[config.mk]
export PLATFORM = sky130hd
export DESIGN_NAME = ce_ls_rs_rx_flat
export DESIGN_NICKNAME = d
export VERILOG_FILES = /design/src/rtl/ce_ls_rs_rx_if.sv /design/src/rtl/ce_ls_rs_rx.sv /design/src/flat_wrapper.sv
export SDC_FILE = /design/constraint.sdc
export NUM_CORES = 2
export LEC_CHECK = 0
export BUFFER_PORTS_ARGS = -buffer_cell sky130_fd_sc_hd__buf_4
export CORE_ASPECT_RATIO = 0.75
export CORE_MARGIN = 1.5
export CORE_UTILIZATION = 37
export DETAILED_ROUTE_END_ITERATION = 16
export PLACE_DENSITY_LB_ADDON = 0.1
export SYNTH_ARGS = -nofsm -noshare
export SYNTH_HDL_FRONTEND = slang
export SYNTH_SLANG_ARGS = --single-unit
[constraint.sdc]
create_clock -name clk -period 8.4 [get_ports clk]
set_clock_uncertainty 0.1 [all_clocks]
set_input_delay 2.52 -clock clk [delete_from_list [all_inputs] [get_ports clk]]
set_output_delay 2.52 -clock clk [all_outputs]
set_load 0.1 [all_outputs]
[src/rtl/ce_ls_rs_rx_if.sv]
// rtl/ce_ls_rs_rx_if.sv - sample sink, estimate source and reference ROM port bundle for ce_ls_rs_rx
interface ce_ls_rs_rx_if #(
    parameter int wDataIn  = 18,
    parameter int wDataOut = 18
);
    logic                       sink_valid;
    logic                       sink_sop;
    logic                       sink_eop;
    logic signed [wDataIn-1:0]  sink_real;
    logic signed [wDataIn-1:0]  sink_imag;
    logic [11:0]                fftpts_in;
    logic                       source_valid;
    logic                       source_sop;
    logic                       source_eop;
    logic signed [wDataOut-1:0] source_real;
    logic signed [wDataOut-1:0] source_imag;
    logic                       err_len;
    logic                       err_sop;
    // Local ZC reference ROM (ROM_RS_tx_UE0_real/imag), one-clock read latency
    logic [10:0]                rom_addr;
    logic signed [wDataOut-1:0] rom_real;
    logic signed [wDataOut-1:0] rom_imag;

    modport master (
        output sink_valid, sink_sop, sink_eop, sink_real, sink_imag, fftpts_in,
        output rom_real, rom_imag,
        input  source_valid, source_sop, source_eop, source_real, source_imag,
        input  err_len, err_sop, rom_addr
    );

    modport slave (
        input  sink_valid, sink_sop, sink_eop, sink_real, sink_imag, fftpts_in,
        input  rom_real, rom_imag,
        output source_valid, source_sop, source_eop, source_real, source_imag,
        output err_len, err_sop, rom_addr
    );
endinterface

[src/rtl/ce_ls_rs_rx.sv]
// rtl/ce_ls_rs_rx.sv - LS channel estimate H = Y*conj(X) >> 16; optional clamp via CE_LS_RS_RX_SAT_EN
module ce_ls_rs_rx #(
    parameter int wDataIn  = 18,
    parameter int wDataOut = 18
) (
    input  logic          clk,
    input  logic          rst_n_sync,
    ce_ls_rs_rx_if.slave  bus
);
    localparam int wP = wDataIn + wDataOut;
    localparam int wS = wP + 1;
    localparam int wH = wS - 16;
    localparam logic [wS-1:0]       RND  = wS'(32768);
    localparam logic [wDataOut-1:0] MAXV = {1'b0, {(wDataOut-1){1'b1}}};
    localparam logic [wDataOut-1:0] MINV = {1'b1, {(wDataOut-1){1'b0}}};

    typedef enum logic {IDLE, RUN} state_t;

    function automatic logic [wDataOut-1:0] fit(input logic [wS-1:0] s);
`ifdef CE_LS_RS_RX_SAT_EN
        logic [wH-1:0] h;
        h = wH'((s + RND) >> 16);
        if (!(&h[wH-1:wDataOut-1]) && (|h[wH-1:wDataOut-1]))
            return h[wH-1] ? MINV : MAXV;
        return h[wDataOut-1:0];
`else
        return wDataOut'((s + RND) >> 16);
`endif
    endfunction

    state_t state_q, state_d;
    logic [11:0] cnt_q, cnt_d, len_q, len_d;
    logic [11:0] fft_fix, len_eff, idx;
    logic        sop_in, accept, last, eop_acc, errl_acc, errs_acc;

    logic                       v1_q, v1_d, v2_q, v2_d, v3_q, v3_d, v4_q, v4_d;
    logic [3:0]                 f1_q, f1_d, f2_q, f2_d, f3_q, f3_d, f4_q, f4_d;
    logic signed [wDataIn-1:0]  yr1_q, yr1_d, yi1_q, yi1_d;
    logic signed [wP-1:0]       prr_q, prr_d, pii_q, pii_d, pir_q, pir_d, pri_q, pri_d;
    logic signed [wS-1:0]       re3_q, re3_d, im3_q, im3_d;
    logic signed [wDataOut-1:0] re4_q, re4_d, im4_q, im4_d;

    // The SOP sample is index 0 of its own symbol even when it interrupts a running one.
    always_comb begin
        sop_in   = bus.sink_valid & bus.sink_sop;
        accept   = bus.sink_valid & (bus.sink_sop | (state_q == RUN));
        fft_fix  = (bus.fftpts_in == 12'd0 || bus.fftpts_in > 12'd2048) ? 12'd2048 : bus.fftpts_in;
        len_eff  = sop_in ? fft_fix : len_q;
        idx      = sop_in ? 12'd0 : cnt_q;
        last     = (idx == len_eff - 12'd1);
        eop_acc  = accept & (bus.sink_eop | last);
        errl_acc = accept & (bus.sink_eop ^ last);
        errs_acc = sop_in & (state_q == RUN);

        state_d = state_q;
        cnt_d   = cnt_q;
        len_d   = len_q;
        if (sop_in)
            len_d = fft_fix;
        if (accept) begin
            cnt_d   = idx + 12'd1;
            state_d = eop_acc ? IDLE : RUN;
        end
    end

    assign bus.rom_addr = idx[10:0];

    // Data registers only load with a valid sample so outputs hold across gaps.
    always_comb begin
        v1_d  = accept;
        f1_d  = accept ? {sop_in, eop_acc, errl_acc, errs_acc} : 4'b0;
        yr1_d = accept ? bus.sink_real : yr1_q;
        yi1_d = accept ? bus.sink_imag : yi1_q;

        v2_d  = v1_q;
        f2_d  = f1_q;
        prr_d = v1_q ? wP'(yr1_q) * wP'(bus.rom_real) : prr_q;
        pii_d = v1_q ? wP'(yi1_q) * wP'(bus.rom_imag) : pii_q;
        pir_d = v1_q ? wP'(yi1_q) * wP'(bus.rom_real) : pir_q;
        pri_d = v1_q ? wP'(yr1_q) * wP'(bus.rom_imag) : pri_q;

        v3_d  = v2_q;
        f3_d  = f2_q;
        re3_d = v2_q ? wS'(prr_q) + wS'(pii_q) : re3_q;
        im3_d = v2_q ? wS'(pir_q) - wS'(pri_q) : im3_q;

        v4_d  = v3_q;
        f4_d  = f3_q;
        re4_d = v3_q ? fit(re3_q) : re4_q;
        im4_d = v3_q ? fit(im3_q) : im4_q;
    end

    always_ff @(posedge clk or negedge rst_n_sync) begin
        if (!rst_n_sync) begin
            state_q <= IDLE;
            cnt_q   <= '0;
            len_q   <= '0;
            v1_q    <= 1'b0;
            v2_q    <= 1'b0;
            v3_q    <= 1'b0;
            v4_q    <= 1'b0;
            f1_q    <= '0;
            f2_q    <= '0;
            f3_q    <= '0;
            f4_q    <= '0;
            yr1_q   <= '0;
            yi1_q   <= '0;
            prr_q   <= '0;
            pii_q   <= '0;
            pir_q   <= '0;
            pri_q   <= '0;
            re3_q   <= '0;
            im3_q   <= '0;
            re4_q   <= '0;
            im4_q   <= '0;
        end else begin
            state_q <= state_d;
            cnt_q   <= cnt_d;
            len_q   <= len_d;
            v1_q    <= v1_d;
            v2_q    <= v2_d;
            v3_q    <= v3_d;
            v4_q    <= v4_d;
            f1_q    <= f1_d;
            f2_q    <= f2_d;
            f3_q    <= f3_d;
            f4_q    <= f4_d;
            yr1_q   <= yr1_d;
            yi1_q   <= yi1_d;
            prr_q   <= prr_d;
            pii_q   <= pii_d;
            pir_q   <= pir_d;
            pri_q   <= pri_d;
            re3_q   <= re3_d;
            im3_q   <= im3_d;
            re4_q   <= re4_d;
            im4_q   <= im4_d;
        end
    end

    assign bus.source_valid = v4_q;
    assign bus.source_sop   = f4_q[3];
    assign bus.source_eop   = f4_q[2];
    assign bus.err_len      = f4_q[1];
    assign bus.err_sop      = f4_q[0];
    assign bus.source_real  = re4_q;
    assign bus.source_imag  = im4_q;
endmodule

[src/flat_wrapper.sv]
// flat-port wrapper written by rule: the top's interface ports become plain ports
module ce_ls_rs_rx_flat 
#(
    parameter int wDataIn  = 18,
    parameter int wDataOut = 18
)
  (clk, rst_n_sync, bus_sink_valid, bus_sink_sop, bus_sink_eop, bus_sink_real, bus_sink_imag, bus_fftpts_in, bus_rom_real, bus_rom_imag, bus_source_valid, bus_source_sop, bus_source_eop, bus_source_real, bus_source_imag, bus_err_len, bus_err_sop, bus_rom_addr);
  ce_ls_rs_rx_if #(.wDataIn(wDataIn), .wDataOut(wDataOut)) bus_i ();
  input  logic clk;
  input  logic rst_n_sync;
  input wire logic [$bits(bus_i.sink_valid)-1:0] bus_sink_valid;
  input wire logic [$bits(bus_i.sink_sop)-1:0] bus_sink_sop;
  input wire logic [$bits(bus_i.sink_eop)-1:0] bus_sink_eop;
  input wire logic [$bits(bus_i.sink_real)-1:0] bus_sink_real;
  input wire logic [$bits(bus_i.sink_imag)-1:0] bus_sink_imag;
  input wire logic [$bits(bus_i.fftpts_in)-1:0] bus_fftpts_in;
  input wire logic [$bits(bus_i.rom_real)-1:0] bus_rom_real;
  input wire logic [$bits(bus_i.rom_imag)-1:0] bus_rom_imag;
  output wire logic [$bits(bus_i.source_valid)-1:0] bus_source_valid;
  output wire logic [$bits(bus_i.source_sop)-1:0] bus_source_sop;
  output wire logic [$bits(bus_i.source_eop)-1:0] bus_source_eop;
  output wire logic [$bits(bus_i.source_real)-1:0] bus_source_real;
  output wire logic [$bits(bus_i.source_imag)-1:0] bus_source_imag;
  output wire logic [$bits(bus_i.err_len)-1:0] bus_err_len;
  output wire logic [$bits(bus_i.err_sop)-1:0] bus_err_sop;
  output wire logic [$bits(bus_i.rom_addr)-1:0] bus_rom_addr;
  assign bus_i.sink_valid = bus_sink_valid;
  assign bus_i.sink_sop = bus_sink_sop;
  assign bus_i.sink_eop = bus_sink_eop;
  assign bus_i.sink_real = bus_sink_real;
  assign bus_i.sink_imag = bus_sink_imag;
  assign bus_i.fftpts_in = bus_fftpts_in;
  assign bus_i.rom_real = bus_rom_real;
  assign bus_i.rom_imag = bus_rom_imag;
  assign bus_source_valid = bus_i.source_valid;
  assign bus_source_sop = bus_i.source_sop;
  assign bus_source_eop = bus_i.source_eop;
  assign bus_source_real = bus_i.source_real;
  assign bus_source_imag = bus_i.source_imag;
  assign bus_err_len = bus_i.err_len;
  assign bus_err_sop = bus_i.err_sop;
  assign bus_rom_addr = bus_i.rom_addr;
  ce_ls_rs_rx #(.wDataIn(wDataIn), .wDataOut(wDataOut)) u_core (.clk(clk), .rst_n_sync(rst_n_sync), .bus(bus_i));
endmodule
==> key figures <==
Synthesis
  – Synthesized instance count: 6525
  – Net count after synthesis: 8303
  – Dominant combinational cell family by area after synthesis: adder cells
  – Flops & latches, synth: 291
  – Synthesized-area fraction occupied by ao, oa, aoi and oai cells: 5.14%
  – Post-synthesis cell type with the largest combined area: sky130_fd_sc_hd__fa_1
  – Post-synthesis cell area: 60400 um2
  – Number of distinct library cells after synthesis: 73
  – Sequential fraction of the synthesis area: 12.1%
  – Post-Synth XOR/XNOR Area: 3.61%
  – Predominant post-synthesis flop cell: sky130_fd_sc_hd__dfrtp_1
  – Yosys top cell area share: 41.8%
  – Mux cell area share after synthesis: 1.97%
  – Count of synthesis-stage warnings from yosys: 0
  – Synthesized area divided by synthesized cell count: 9.26 um2
  – Async set or reset register ratio after synthesis: 100%
  – Cell types occupying the most area after synthesis: sky130_fd_sc_hd__fa_1 42%, sky130_fd_sc_hd__dfrtp_1 12%, sky130_fd_sc_hd__inv_1 9.2%, sky130_fd_sc_hd__ha_1 8.9%, sky130_fd_sc_hd__and2_1 6.9%
  – Number of enable flip-flop cells after synthesis: 0
  – Area share of and/or/nand/nor cells after synthesis: 15.3%
  – Adder-cell share of the synthesized area: 50.6%

Global routing
  – First-pass GRT wire length: 281000 um
  – Largest net degree at the start of global routing: 131
  – Antenna violations before repair: 6
  – Vias in the first global route: 46200
  – Total congestion overflow: 0
  – GRT Resource Usage Total: 22.1%

Die
  – Area of the placeable core: 162000 um2
  – Die area: 166000 um2
  – # IOs: 141
  – Number of rows in the core area: 128
  – Initial Utilization: 37.2%
  – Die outline width: 470 um
  – Vertical die dimension: 353 um

Routing
  – Iteration-0 DRC Markers: 2336
  – Average routed wire per standard cell: 19.1 um
  – First-pass DRT Iterations: 5
  – DRC Markers: 0
  – Total via count after detailed routing: 42900
  – Vias per cell: 4.69
  – Total detailed-routing wirelength: 175000 um
  – Number of nets with antenna violations after detailed routing: 0

Cells and area
  – Most common cell after layout, fill and taps aside: sky130_fd_sc_hd__inv_1
  – Fill cells: 16100
  – Synth-to-Final Area Change: 15.8%
  – Share of post-route cells with drive strength above 1: 14.6%
  – Nets@finish: 8749
  – Leading cell types in the layout, fill and taps excluded: 1475 x sky130_fd_sc_hd__inv_1, 1246 x sky130_fd_sc_hd__fa_1, 805 x sky130_fd_sc_hd__nand2_1

Placed design
  – Number of port buffers: 140
  – Placer Congestion: 0.848
  – Sum of net half-perimeters after detailed placement: 143000 um

Timing
  – RSZ-0062 raised after global routing: true
  – Fmax: 120 MHz
  – Period minus WS final: 8310 ps
  – Final worst hold slack: 248 ps
  – Relative slew margins: 17.4%
  – Worst-Margin Slew: 1240 ps
  – Share of the cycle needed by the critical path after routing: 98.9%
  – Endpoints failing hold: 0
  – Number of max-slew violations in the final report: 0
  – Final setup vio count: 0

Clocking
  – TritonCTS clock tree: built
  – CTS clk-pin slew, worst paths: 60 ps
  – Max H-tree Level: 2
  – Total clock sinks: 291
  – Clock buffer count from CTS: 39
  – CTS hold repair buffers: 0
  – Buffer cell driving the clock tree root: sky130_fd_sc_hd__clkbuf_16
  – Maximum number of buffers from clock root to sink: 3
  – Clock insertion delay at the later pin of the skew report: 650 ps

Status
  – Run status: finished, final reports clean

Hold path
  – Path category of the worst min-delay check: flop to flop

Setup path
  – Largest driver fanout on the critical path: 14
  – Arr. time, crit path: 8690 ps
  – WP data required: 8780 ps
  – Critical Path Source Type: input port
  – CP endpoint kind: flop
  – Type of the worst setup path: input port to flop

Flow run
  – Max-cap violation count: 0
## metal layers
layer  share of wire, %  GRT usage [%]  wire length (um)
met5             0.0097              0                17
met4                2.1           4.69              3710
met3                5.1           3.40              8910
met2                 41           32.3             72600
met1                 51           34.2             89700
## critical path: stages
cell and delay, ps:
sky130_fd_sc_hd__buf_12 130, sky130_fd_sc_hd__buf_4 150, sky130_fd_sc_hd__and2_2 200, sky130_fd_sc_hd__fa_2 640, sky130_fd_sc_hd__inv_4 70, sky130_fd_sc_hd__fa_1 510, sky130_fd_sc_hd__inv_1 80, sky130_fd_sc_hd__ha_4 290
sky130_fd_sc_hd__inv_1 80, sky130_fd_sc_hd__fa_1 480, sky130_fd_sc_hd__inv_1 50, sky130_fd_sc_hd__fa_1 530, sky130_fd_sc_hd__inv_1 50, sky130_fd_sc_hd__fa_1 480, sky130_fd_sc_hd__inv_1 40, sky130_fd_sc_hd__ha_1 300
sky130_fd_sc_hd__a21o_1 190, sky130_fd_sc_hd__a21o_1 220, sky130_fd_sc_hd__a21oi_2 160, sky130_fd_sc_hd__o21ai_2 90, sky130_fd_sc_hd__a21oi_2 250, sky130_fd_sc_hd__buf_4 180, sky130_fd_sc_hd__a31oi_4 110, sky130_fd_sc_hd__or4_4 460
sky130_fd_sc_hd__a31oi_4 200, sky130_fd_sc_hd__xnor2_1 130, sky130_fd_sc_hd__a21oi_1 80
## logic make-up after synthesis
group           after synthesis
compound gates              489
xor+xnor                    249
simple gates               1880
fa+ha+maj                  1689
buf+inv                    1821
mux                         106
flops                       291
## synth_stat cells (all sizes together) (11+ instances only)
| library cell | count |
|---|---|
| a21o | 70 |
| a21oi | 159 |
| and2 | 667 |
| and3 | 24 |
| clkbuf | 326 |
| dfrtp | 291 |
| fa | 1260 |
| ha | 429 |
| inv | 1486 |
| mux2 | 101 |
| nand2 | 809 |
| nand2b | 44 |
| nand3 | 47 |
| nand4 | 21 |
| nor2 | 180 |
| nor2b | 17 |
| nor3 | 27 |
| o21a | 24 |
| o21ai | 116 |
| o21bai | 12 |
| o31ai | 14 |
| or3 | 11 |
| xnor2 | 182 |
| xor2 | 67 |
## per-stage QoR
stage	setup slack [ps]	std cells	TNS, ps	cell area [um2]	utilization, %
4_1_cts	26.1	9132	0	69200	42.7
5_1_grt	-69.2	9147	-115	69900	43.1
3_5_place_dp	-810	9060	-23460	67800	41.8
3_3_place_gp	-827	9060	-21640	67800	41.8
2_1_floorplan	-61.5	6525	-112	60700	-
6_report	90.2	9150	0	70000	43.1
## flip-flops by register name (all words and copies together) (netlist names), 4 cells and up
register	flops
u_core.pii_q	34
u_core.pir_q	34
u_core.pri_q	34
u_core.prr_q	34
u_core.im3_q	19
u_core.re3_q	19
u_core.bus.source_imag	18
u_core.bus.source_real	18
u_core.yi1_q	18
u_core.yr1_q	18
u_core.cnt_q	12
u_core.len_q	12
u_core.f1_q	4
u_core.f2_q	4
u_core.f3_q	4
u_core.f4_q	4
## repair_timing
action                                  4_1_cts  5_1_grt
resized for setup                            10      141
endpoints found under the setup margin        9       29
cloned                                        0        1
setup buffers                                 0       14
pin swaps                                     2       55
## cell type report
type                            instances  area, um2  area share (%)
Sequential cell                       291       7300            10.4
Multi-Input combinational cell       4413      46800            66.9
Tap cell                             2145       2680            3.84
Clock buffer                           46       1020            1.46
Inverter                             1488       5590            7.99
Antenna cell                            3       7.51          0.0107
Clock inverter                         26        344           0.492
Timing Repair Buffer                  738       6190            8.85
## path summary, 6_finish.rpt
check                                start          endpoint  slack, ps  cells after the start
max in group asynchronous       rst_n_sync   u_core.yr1_q[6]       5330                      2
setup reg to reg           u_core.yr1_q[9]  u_core.pri_q[26]        790                     25
hold / removal              u_core.f3_q[3]    u_core.f4_q[3]        250                      0
setup / recovery           bus_rom_real[1]  u_core.pir_q[33]         90                     27
min in group asynchronous       rst_n_sync  u_core.pri_q[10]       1660                      1
hold reg to reg             u_core.f3_q[3]    u_core.f4_q[3]        250                      0
Power is not shown: default switching activity piles up to over one toggle a cycle in this logic, so the estimate is an artifact.
